## src/rtl/conv_pkg.sv

```systemverilog
// Shared types for the 5x5 convolution path: pixel and KxK window formats.
// The window generator and the downstream conv stage both import this package.
package conv_pkg;

    localparam int DATA_W = 8;
    localparam int K      = 5;

    typedef logic signed [DATA_W-1:0] pixel_t;
    typedef pixel_t [K-1:0][K-1:0]    window_t;

    // Counter width for a range of n values, never narrower than one bit.
    function automatic int cnt_w(input int n);
        return (n > 1) ? $clog2(n) : 1;
    endfunction

endpackage

```

## src/rtl/conv_window_gen_if.sv

```systemverilog
// Pixel-in / window-out bundle between the pixel source, the window generator
// and the convolution stage.
interface conv_window_gen_if import conv_pkg::*; #(
    parameter int IMG_W = 32,
    parameter int IMG_H = 32
);

    localparam int ROW_W = cnt_w(IMG_H);
    localparam int COL_W = cnt_w(IMG_W);

    logic             in_valid;
    pixel_t           in_data;
    logic             out_valid;
    window_t          window;
    logic [ROW_W-1:0] out_row;
    logic [COL_W-1:0] out_col;
    logic             frame_done;

    // Source side: pushes pixels and observes the emitted windows.
    modport master (
        output in_valid,
        output in_data,
        input  out_valid,
        input  window,
        input  out_row,
        input  out_col,
        input  frame_done
    );

    // Window generator side.
    modport slave (
        input  in_valid,
        input  in_data,
        output out_valid,
        output window,
        output out_row,
        output out_col,
        output frame_done
    );

endinterface

```

## src/rtl/conv_line_buffer.sv

```systemverilog
// One image-row delay line: circular RAM with a single pointer and a registered
// tap that presents, at each accept, the pixel written DEPTH accepts earlier.
module conv_line_buffer import conv_pkg::*; #(
    parameter int DEPTH = 32
) (
    input  logic   clk,
    input  logic   rst_n,
    input  logic   wr_en,
    input  pixel_t din,
    output pixel_t tap
);

    localparam int                PTR_W    = cnt_w(DEPTH);
    localparam logic [PTR_W-1:0]  PTR_LAST = PTR_W'(DEPTH - 1);

    pixel_t           mem [DEPTH];
    logic [PTR_W-1:0] ptr_q, ptr_d;
    pixel_t           tap_q;

    always_comb begin
        ptr_d = ptr_q;
        if (wr_en) begin
            ptr_d = (ptr_q == PTR_LAST) ? '0 : ptr_q + PTR_W'(1);
        end
    end

    // Storage is deliberately not reset; no window uses a row written before
    // the current frame's first K-1 rows.
    always_ff @(posedge clk) begin
        if (wr_en) begin
            mem[ptr_q] <= din;
        end
    end

    // Read the slot the next accept will overwrite, so the tap already holds
    // the one-row-old pixel when that accept arrives.
    always_ff @(posedge clk) begin
        if (!rst_n) begin
            ptr_q <= '0;
            tap_q <= '0;
        end else begin
            ptr_q <= ptr_d;
            if (wr_en) begin
                tap_q <= mem[ptr_d];
            end
        end
    end

    assign tap = tap_q;

endmodule

```

## src/rtl/conv_window_gen.sv

```systemverilog
// Streaming KxK sliding-window generator: K-1 chained line buffers feed K
// horizontal shift registers; full windows are registered one cycle after accept.
module conv_window_gen import conv_pkg::*; #(
    parameter int IMG_W = 32,
    parameter int IMG_H = 32
) (
    input  logic              clk,
    input  logic              rst_n,
    conv_window_gen_if.slave  bus
);

    localparam int ROW_W = cnt_w(IMG_H);
    localparam int COL_W = cnt_w(IMG_W);

    localparam logic [COL_W-1:0] COL_LAST  = COL_W'(IMG_W - 1);
    localparam logic [ROW_W-1:0] ROW_LAST  = ROW_W'(IMG_H - 1);
    localparam logic [COL_W-1:0] COL_FIRST = COL_W'(K - 1);
    localparam logic [ROW_W-1:0] ROW_FIRST = ROW_W'(K - 1);

    logic             accept;
    logic             emit;
    logic             frame_last;

    logic [COL_W-1:0] col_q, col_d;
    logic [ROW_W-1:0] row_q, row_d;

    window_t          sr_q, sr_d;
    window_t          win_q, win_d;
    logic             out_valid_q, out_valid_d;
    logic             frame_done_q, frame_done_d;
    logic [ROW_W-1:0] out_row_q, out_row_d;
    logic [COL_W-1:0] out_col_q, out_col_d;

    pixel_t           lb_in  [K-1];
    pixel_t           lb_tap [K-1];
    pixel_t           row_feed [K];

    assign accept     = bus.in_valid;
    assign emit       = accept && (row_q >= ROW_FIRST) && (col_q >= COL_FIRST);
    assign frame_last = (row_q == ROW_LAST) && (col_q == COL_LAST);

    // Line buffer gi delays by gi+1 rows and feeds window row K-2-gi.
    genvar gi;
    generate
        for (gi = 0; gi < K - 1; gi++) begin : g_lb
            if (gi == 0) begin : g_head
                assign lb_in[gi] = bus.in_data;
            end else begin : g_chain
                assign lb_in[gi] = lb_tap[gi-1];
            end

            conv_line_buffer #(
                .DEPTH (IMG_W)
            ) u_line_buffer (
                .clk   (clk),
                .rst_n (rst_n),
                .wr_en (accept),
                .din   (lb_in[gi]),
                .tap   (lb_tap[gi])
            );

            assign row_feed[K-2-gi] = lb_tap[gi];
        end
    endgenerate

    assign row_feed[K-1] = bus.in_data;

    always_comb begin
        col_d = col_q;
        row_d = row_q;
        if (accept) begin
            if (col_q == COL_LAST) begin
                col_d = '0;
                row_d = (row_q == ROW_LAST) ? '0 : row_q + ROW_W'(1);
            end else begin
                col_d = col_q + COL_W'(1);
            end
        end
    end

    always_comb begin
        sr_d = sr_q;
        if (accept) begin
            for (int i = 0; i < K; i++) begin
                for (int j = 0; j < K - 1; j++) begin
                    sr_d[i][j] = sr_q[i][j+1];
                end
                sr_d[i][K-1] = row_feed[i];
            end
        end
    end

    // The window register captures the post-shift contents so the pixel being
    // accepted lands in [K-1][K-1] on the very next cycle.
    always_comb begin
        win_d        = win_q;
        out_row_d    = out_row_q;
        out_col_d    = out_col_q;
        out_valid_d  = emit;
        frame_done_d = emit && frame_last;
        if (emit) begin
            win_d     = sr_d;
            out_row_d = row_q;
            out_col_d = col_q;
        end
    end

    always_ff @(posedge clk) begin
        if (!rst_n) begin
            col_q        <= '0;
            row_q        <= '0;
            sr_q         <= '0;
            win_q        <= '0;
            out_valid_q  <= 1'b0;
            frame_done_q <= 1'b0;
            out_row_q    <= '0;
            out_col_q    <= '0;
        end else begin
            col_q        <= col_d;
            row_q        <= row_d;
            sr_q         <= sr_d;
            win_q        <= win_d;
            out_valid_q  <= out_valid_d;
            frame_done_q <= frame_done_d;
            out_row_q    <= out_row_d;
            out_col_q    <= out_col_d;
        end
    end

    assign bus.out_valid  = out_valid_q;
    assign bus.frame_done = frame_done_q;
    assign bus.window     = win_q;
    assign bus.out_row    = out_row_q;
    assign bus.out_col    = out_col_q;

endmodule
```

## src/flat_wrapper.sv

```systemverilog
// flat-port wrapper written by rule: the top's interface ports become plain ports
module conv_window_gen_flat import conv_pkg::*;
#(
    parameter int IMG_W = 32,
    parameter int IMG_H = 32
)
  (clk, rst_n, bus_in_valid, bus_in_data, bus_out_valid, bus_window, bus_out_row, bus_out_col, bus_frame_done);
  conv_window_gen_if #(.IMG_W(IMG_W), .IMG_H(IMG_H)) bus_i ();
  input  logic clk;
  input  logic rst_n;
  input wire logic [$bits(bus_i.in_valid)-1:0] bus_in_valid;
  input wire logic [$bits(bus_i.in_data)-1:0] bus_in_data;
  output wire logic [$bits(bus_i.out_valid)-1:0] bus_out_valid;
  output wire logic [$bits(bus_i.window)-1:0] bus_window;
  output wire logic [$bits(bus_i.out_row)-1:0] bus_out_row;
  output wire logic [$bits(bus_i.out_col)-1:0] bus_out_col;
  output wire logic [$bits(bus_i.frame_done)-1:0] bus_frame_done;
  assign bus_i.in_valid = bus_in_valid;
  assign bus_i.in_data = bus_in_data;
  assign bus_out_valid = bus_i.out_valid;
  assign bus_window = bus_i.window;
  assign bus_out_row = bus_i.out_row;
  assign bus_out_col = bus_i.out_col;
  assign bus_frame_done = bus_i.frame_done;
  conv_window_gen #(.IMG_W(IMG_W), .IMG_H(IMG_H)) u_core (.clk(clk), .rst_n(rst_n), .bus(bus_i));
endmodule
```

## config.mk

```make
export PLATFORM = sky130hd
export DESIGN_NAME = conv_window_gen_flat
export DESIGN_NICKNAME = d
export VERILOG_FILES = /design/src/rtl/conv_pkg.sv /design/src/rtl/conv_window_gen_if.sv /design/src/rtl/conv_line_buffer.sv /design/src/rtl/conv_window_gen.sv /design/src/flat_wrapper.sv
export SDC_FILE = /design/constraint.sdc
export NUM_CORES = 2
export LEC_CHECK = 0
export ABC_AREA = 1
export CAP_MARGIN = 30
export CORE_MARGIN = 5
export CORE_UTILIZATION = 40
export DETAILED_ROUTE_END_ITERATION = 10
export PLACE_DENSITY = 0.55
export SYNTH_ARGS = -nofsm -noshare
export SYNTH_HDL_FRONTEND = slang
export SYNTH_SLANG_ARGS = --single-unit
export TNS_END_PERCENT = 30
```

## constraint.sdc

```tcl
create_clock -name clk -period 2.5 [get_ports clk]
set_input_delay 0.5 -clock clk [delete_from_list [all_inputs] [get_ports clk]]
set_output_delay 0.5 -clock clk [all_outputs]
set_load 0.01 [all_outputs]
```

==> results.cfg <==
[cells_and_area]
multi_input_area_um2 = 17630
fin_cells = 8836
ff_latch_area_um2 = 40240
area_growth_pct = 20.14
nets = 6661
diodes = 0
n_fill_cell = 14435
layout-drive-gt1-share_pct = 11.21

[worst_setup_path]
crit_path_max_fanout = 5
crit_path_frequent_cell = nand3_1
cp.required_ps = 3150
cp.arrival_ps = 3070
critical_path_class = reg -> reg
ff2ff_path_depth = 14
cp_slowest_cell = dfxtp_1
endpoint = u_core.g_lb[1].u_line_buffer.tap[2]$_SDFFE_PN0P_
end_kind = flip-flop
startpoint = u_core.g_lb[1].u_line_buffer.ptr_q[0]$_SDFF_PN0_
path_buf_inv = 3
cp_top_family = simple AND/OR/NAND/NOR gates
slowest_delay_ps = 310
r2r_setup_slack_ps = 80
cp-start-kind = flip-flop
crit_chain = ha_1, nand2_1, nor2_2, ha_2, nand2_4, buf_4, o211ai_4, inv_2, buf_4, nand3_1, nand3_1, nand3_1, nand2_4, a21oi_2
timing.rr.start = u_core.g_lb[1].u_line_buffer.ptr_q[0]$_SDFF_PN0_
reg2reg_to = u_core.g_lb[1].u_line_buffer.tap[2]$_SDFFE_PN0P_
critical_path_depth = 14

[clock_tree]
hold_buffers = 0
cts-root-buf = clkbuf_16
cts_buffer_depth = 3
clock_latency_ps = 810
cts_sinks = 1498
htreeDepth = 4
tritoncts = done
clkTransAtPathRegs_ps = 60
cts_buffers = 164

[floorplanning]
core_um2 = 158400
dieArea_um2 = 167400
initial_core_util_pct = 40.24
die_w_um = 409.2
io-pin-count = 223
rows = 146
die_h_um = 409.2

[sta]
worstMarginPinSlew_ps = 825.8
skew_ps = 47.81
rsz0062_at_grt = true
finalSetupViolations = 0
fin_crit_sh_pct = 96.78
max_freq_mhz = 413.3
hold_viol_final = 0
setup_tns_ps = 0
slew_violations = 0
slew_headroom_pct = 44.87
period_needed_ps = 2420

[run_status]
run_status = complete, no violations

[logic_synthesis]
yosys_warnings = 0
synthMuxAreaShare_pct = 3.141
synth_compound_area_share_pct = 5.063
synth_xor_area_share_pct = 0.01374
ys_ff_latch = 1498
async_flop_share_pct = 0
synthAdderAreaFrac_pct = 0.5104
synth_edf_count = 1024
synth_top_family_by_area = simple AND/OR/NAND/NOR gates
ys_types = 33
syn_nets = 6263
synth-main-ff-cell = edfxtp_1
avgSynthCellArea_um2 = 10.24
ys_seq_area_share_pct = 63.13
synthCells = 6226
synth.cell_area_um2 = 63740
yosys.area_share.simple_pct = 18.60

[routing]
drcViolationCount = 0
routed_wl_um = 179000
wl_per_cell_um = 20.25
wl_met1_um = 81520
wl_met2_um = 80560
postRouteAntennaNets = 0
highest_layer = met5
met3WireLength_um = 12620
drt_pass1_iterations = 6
first_iter_violations = 3729
avgViaCountPerCell = 5.208
num_vias = 46015

[placement]
dp_cells = 8514
portBuffers = 222
place.gp.congestion = 0.8539
dp_hpwl_um = 115900

[grt]
grt_max_degree = 79
grt_use_total_pct = 20.67
grt_pass1_wl_um = 269600
globalRouteOverflowTotal = 0
antenna_found_initial = 3
grt_pass1_vias = 43984

[power_and_ir_drop]
power_frac_comb_pct = 8.9
p_switching_mw = 13.74
power_leakage_nw = 31.98
p_per_area_nw_per_um2 = 733.3
p_clk_share_pct = 42.7
switching_share_pct = 24.46
sequentialPowerShare_pct = 48.4
intPower_mw = 42.42
vdd_drop_max_mv = 0.6827

[hold_path]
hp-class = in -> reg

[flow_run]
timing.max_cap.violations = 0
==> cells in the mapped netlist (all sizes together), types with 4 or more instances <==
| cell | count | area share [%] |
|---|---|---|
| nand3 | 978 | 7.7 |
| nand2 | 636 | 3.8 |
| edfxtp | 1024 | 48 |
| or2 | 4 | 0.039 |
| clkbuf | 124 | 0.73 |
| buf | 313 | 2.6 |
| o21a | 201 | 2.4 |
| nor3 | 7 | 0.055 |
| ha | 26 | 0.51 |
| inv | 1050 | 6.2 |
| nand4 | 488 | 4.8 |
| nor2 | 370 | 2.2 |
| o21ai | 77 | 0.64 |
| a21oi | 246 | 1.9 |
| dfxtp | 474 | 15 |
| mux2i | 200 | 3.1 |
==> worst min-delay path, cell delays in order <==
cell and delay, ps:
buf_8 130, buf_12 160, nand2_1 70, a21oi_1 50
==> per-stage QoR <==
step / power (mW) / worst slack [ps] / area [µm²] / hold WS (ps) / utilization [%]
detailed placement: 32.58 / -96.58 / 70780 / 451.9 / 44.69
finish: 56.15 / 80.50 / 76570 / 174.9 / 48.35
global route: 58.26 / -26.23 / 76570 / 132.9 / 48.35
floorplan: 30.47 / 296.0 / 63740 / 455.8 / -
CTS: 56.61 / 10.61 / 76180 / 100.1 / 48.10
global placement: 32.55 / -97.35 / 70780 / 447.1 / 44.69
==> layout by cell type (no fill, tap or decap), types with 4 or more instances in the layout <==
cell | synthesis | final
inv_1 | 1039 | 1036
edfxtp_1 | 1024 | 1024
nand3_1 | 973 | 964
nand2_1 | 625 | 617
nand4_1 | 488 | 488
dfxtp_1 | 474 | 473
nor2_1 | 368 | 366
buf_4 | 16 | 351
a21oi_1 | 246 | 245
clkdlybuf4s50_1 | 0 | 220
o21a_1 | 201 | 201
mux2i_1 | 200 | 200
clkbuf_16 | 0 | 175
buf_12 | 0 | 77
clkbuf_1 | 124 | 53
o21ai_0 | 41 | 41
o21ai_1 | 30 | 27
ha_1 | 26 | 23
clkinv_2 | 0 | 23
clkbuf_8 | 0 | 19
clkinv_1 | 1 | 17
inv_2 | 11 | 13
nand2_4 | 2 | 13
nand3_2 | 5 | 10
bufinv_16 | 0 | 8
buf_6 | 10 | 8
nor3_1 | 7 | 7
nand2_2 | 9 | 6
o21ai_2 | 6 | 5
inv_16 | 0 | 5
clkinv_16 | 0 | 5
nand3_4 | 0 | 4
o21ai_4 | 0 | 4
or2_2 | 4 | 4
==> sequential cells by signal, indices dropped and copies added, names as in the netlist, 20 cells and up <==
name,cells
u_core.bus.window,200
u_core.g_lb.u_line_buffer.tap,32
u_core.g_lb.u_line_buffer.mem,1024
u_core.sr_q,200
u_core.g_lb.u_line_buffer.ptr_q,20
==> power by group through the flow <==
stage,Sequential (mW),Combinational [mW],Clock [mW]
detailed placement,27.7,4.88,0
global route,27.2,5.45,25.6
global placement,27.7,4.85,0
floorplan,27.7,2.75,0
CTS,27.2,4.90,24.5
finish,27.2,5.00,24.0
==> kinds of logic after synthesis <==
family	count (synthesis)
compound gates	529
xor+xnor	1
fa+ha+maj	26
buf+inv	1488
flops	1498
mux	200
simple gates	2484
==> what timing repair did <==
item | 4_1_cts | 5_1_grt
gates cloned | 0 | 8
setup buffers | 0 | 8
setup endpoints to repair | 5 | 19
resized for setup | 3 | 28
pin swaps | 0 | 4
==> how the worst min path moves through the flow <==
| stage | to | depth (start not counted) | slack (ps) | start |
|---|---|---|---|---|
| 6_report | u_core.col_q[0]$_SDFFE_PN0P_ | 4 | 170 | bus_in_valid |
| 4_1_cts | u_core.col_q[0]$_SDFFE_PN0P_ | 4 | 100 | bus_in_valid |
| 3_3_place_gp | u_core.bus.window[65]$_SDFFE_PN0P_ | 1 | 450 | u_core.bus.window[65]$_SDFFE_PN0P_ |
| 2_1_floorplan | u_core.sr_q[0]$_SDFF_PN0_ | 2 | 460 | u_core.sr_q[0]$_SDFF_PN0_ |
| 3_5_place_dp | u_core.bus.window[135]$_SDFFE_PN0P_ | 1 | 450 | u_core.bus.window[135]$_SDFFE_PN0P_ |
| 5_1_grt | u_core.col_q[0]$_SDFFE_PN0P_ | 4 | 130 | bus_in_valid |
==> routing by layer <==
layer / global-route usage, % / up-vias
met5: 0 / -
met4: 5.542 / 2
met3: 4.400 / 264
met2: 32.24 / 1404
met1: 29.37 / 22305
li1: - / 22040
==> cell type report <==
class / instances / area share, %
tap: 2072 / 3.386
inverter: 1051 / 5.165
timing repair buffer: 669 / 8.827
clock buffer: 241 / 6.078
multi-input combinational: 3240 / 23.03
clock inverter: 65 / 0.9673
sequential: 1498 / 52.55
No activity file was read; power rests on OpenSTA's default activity.
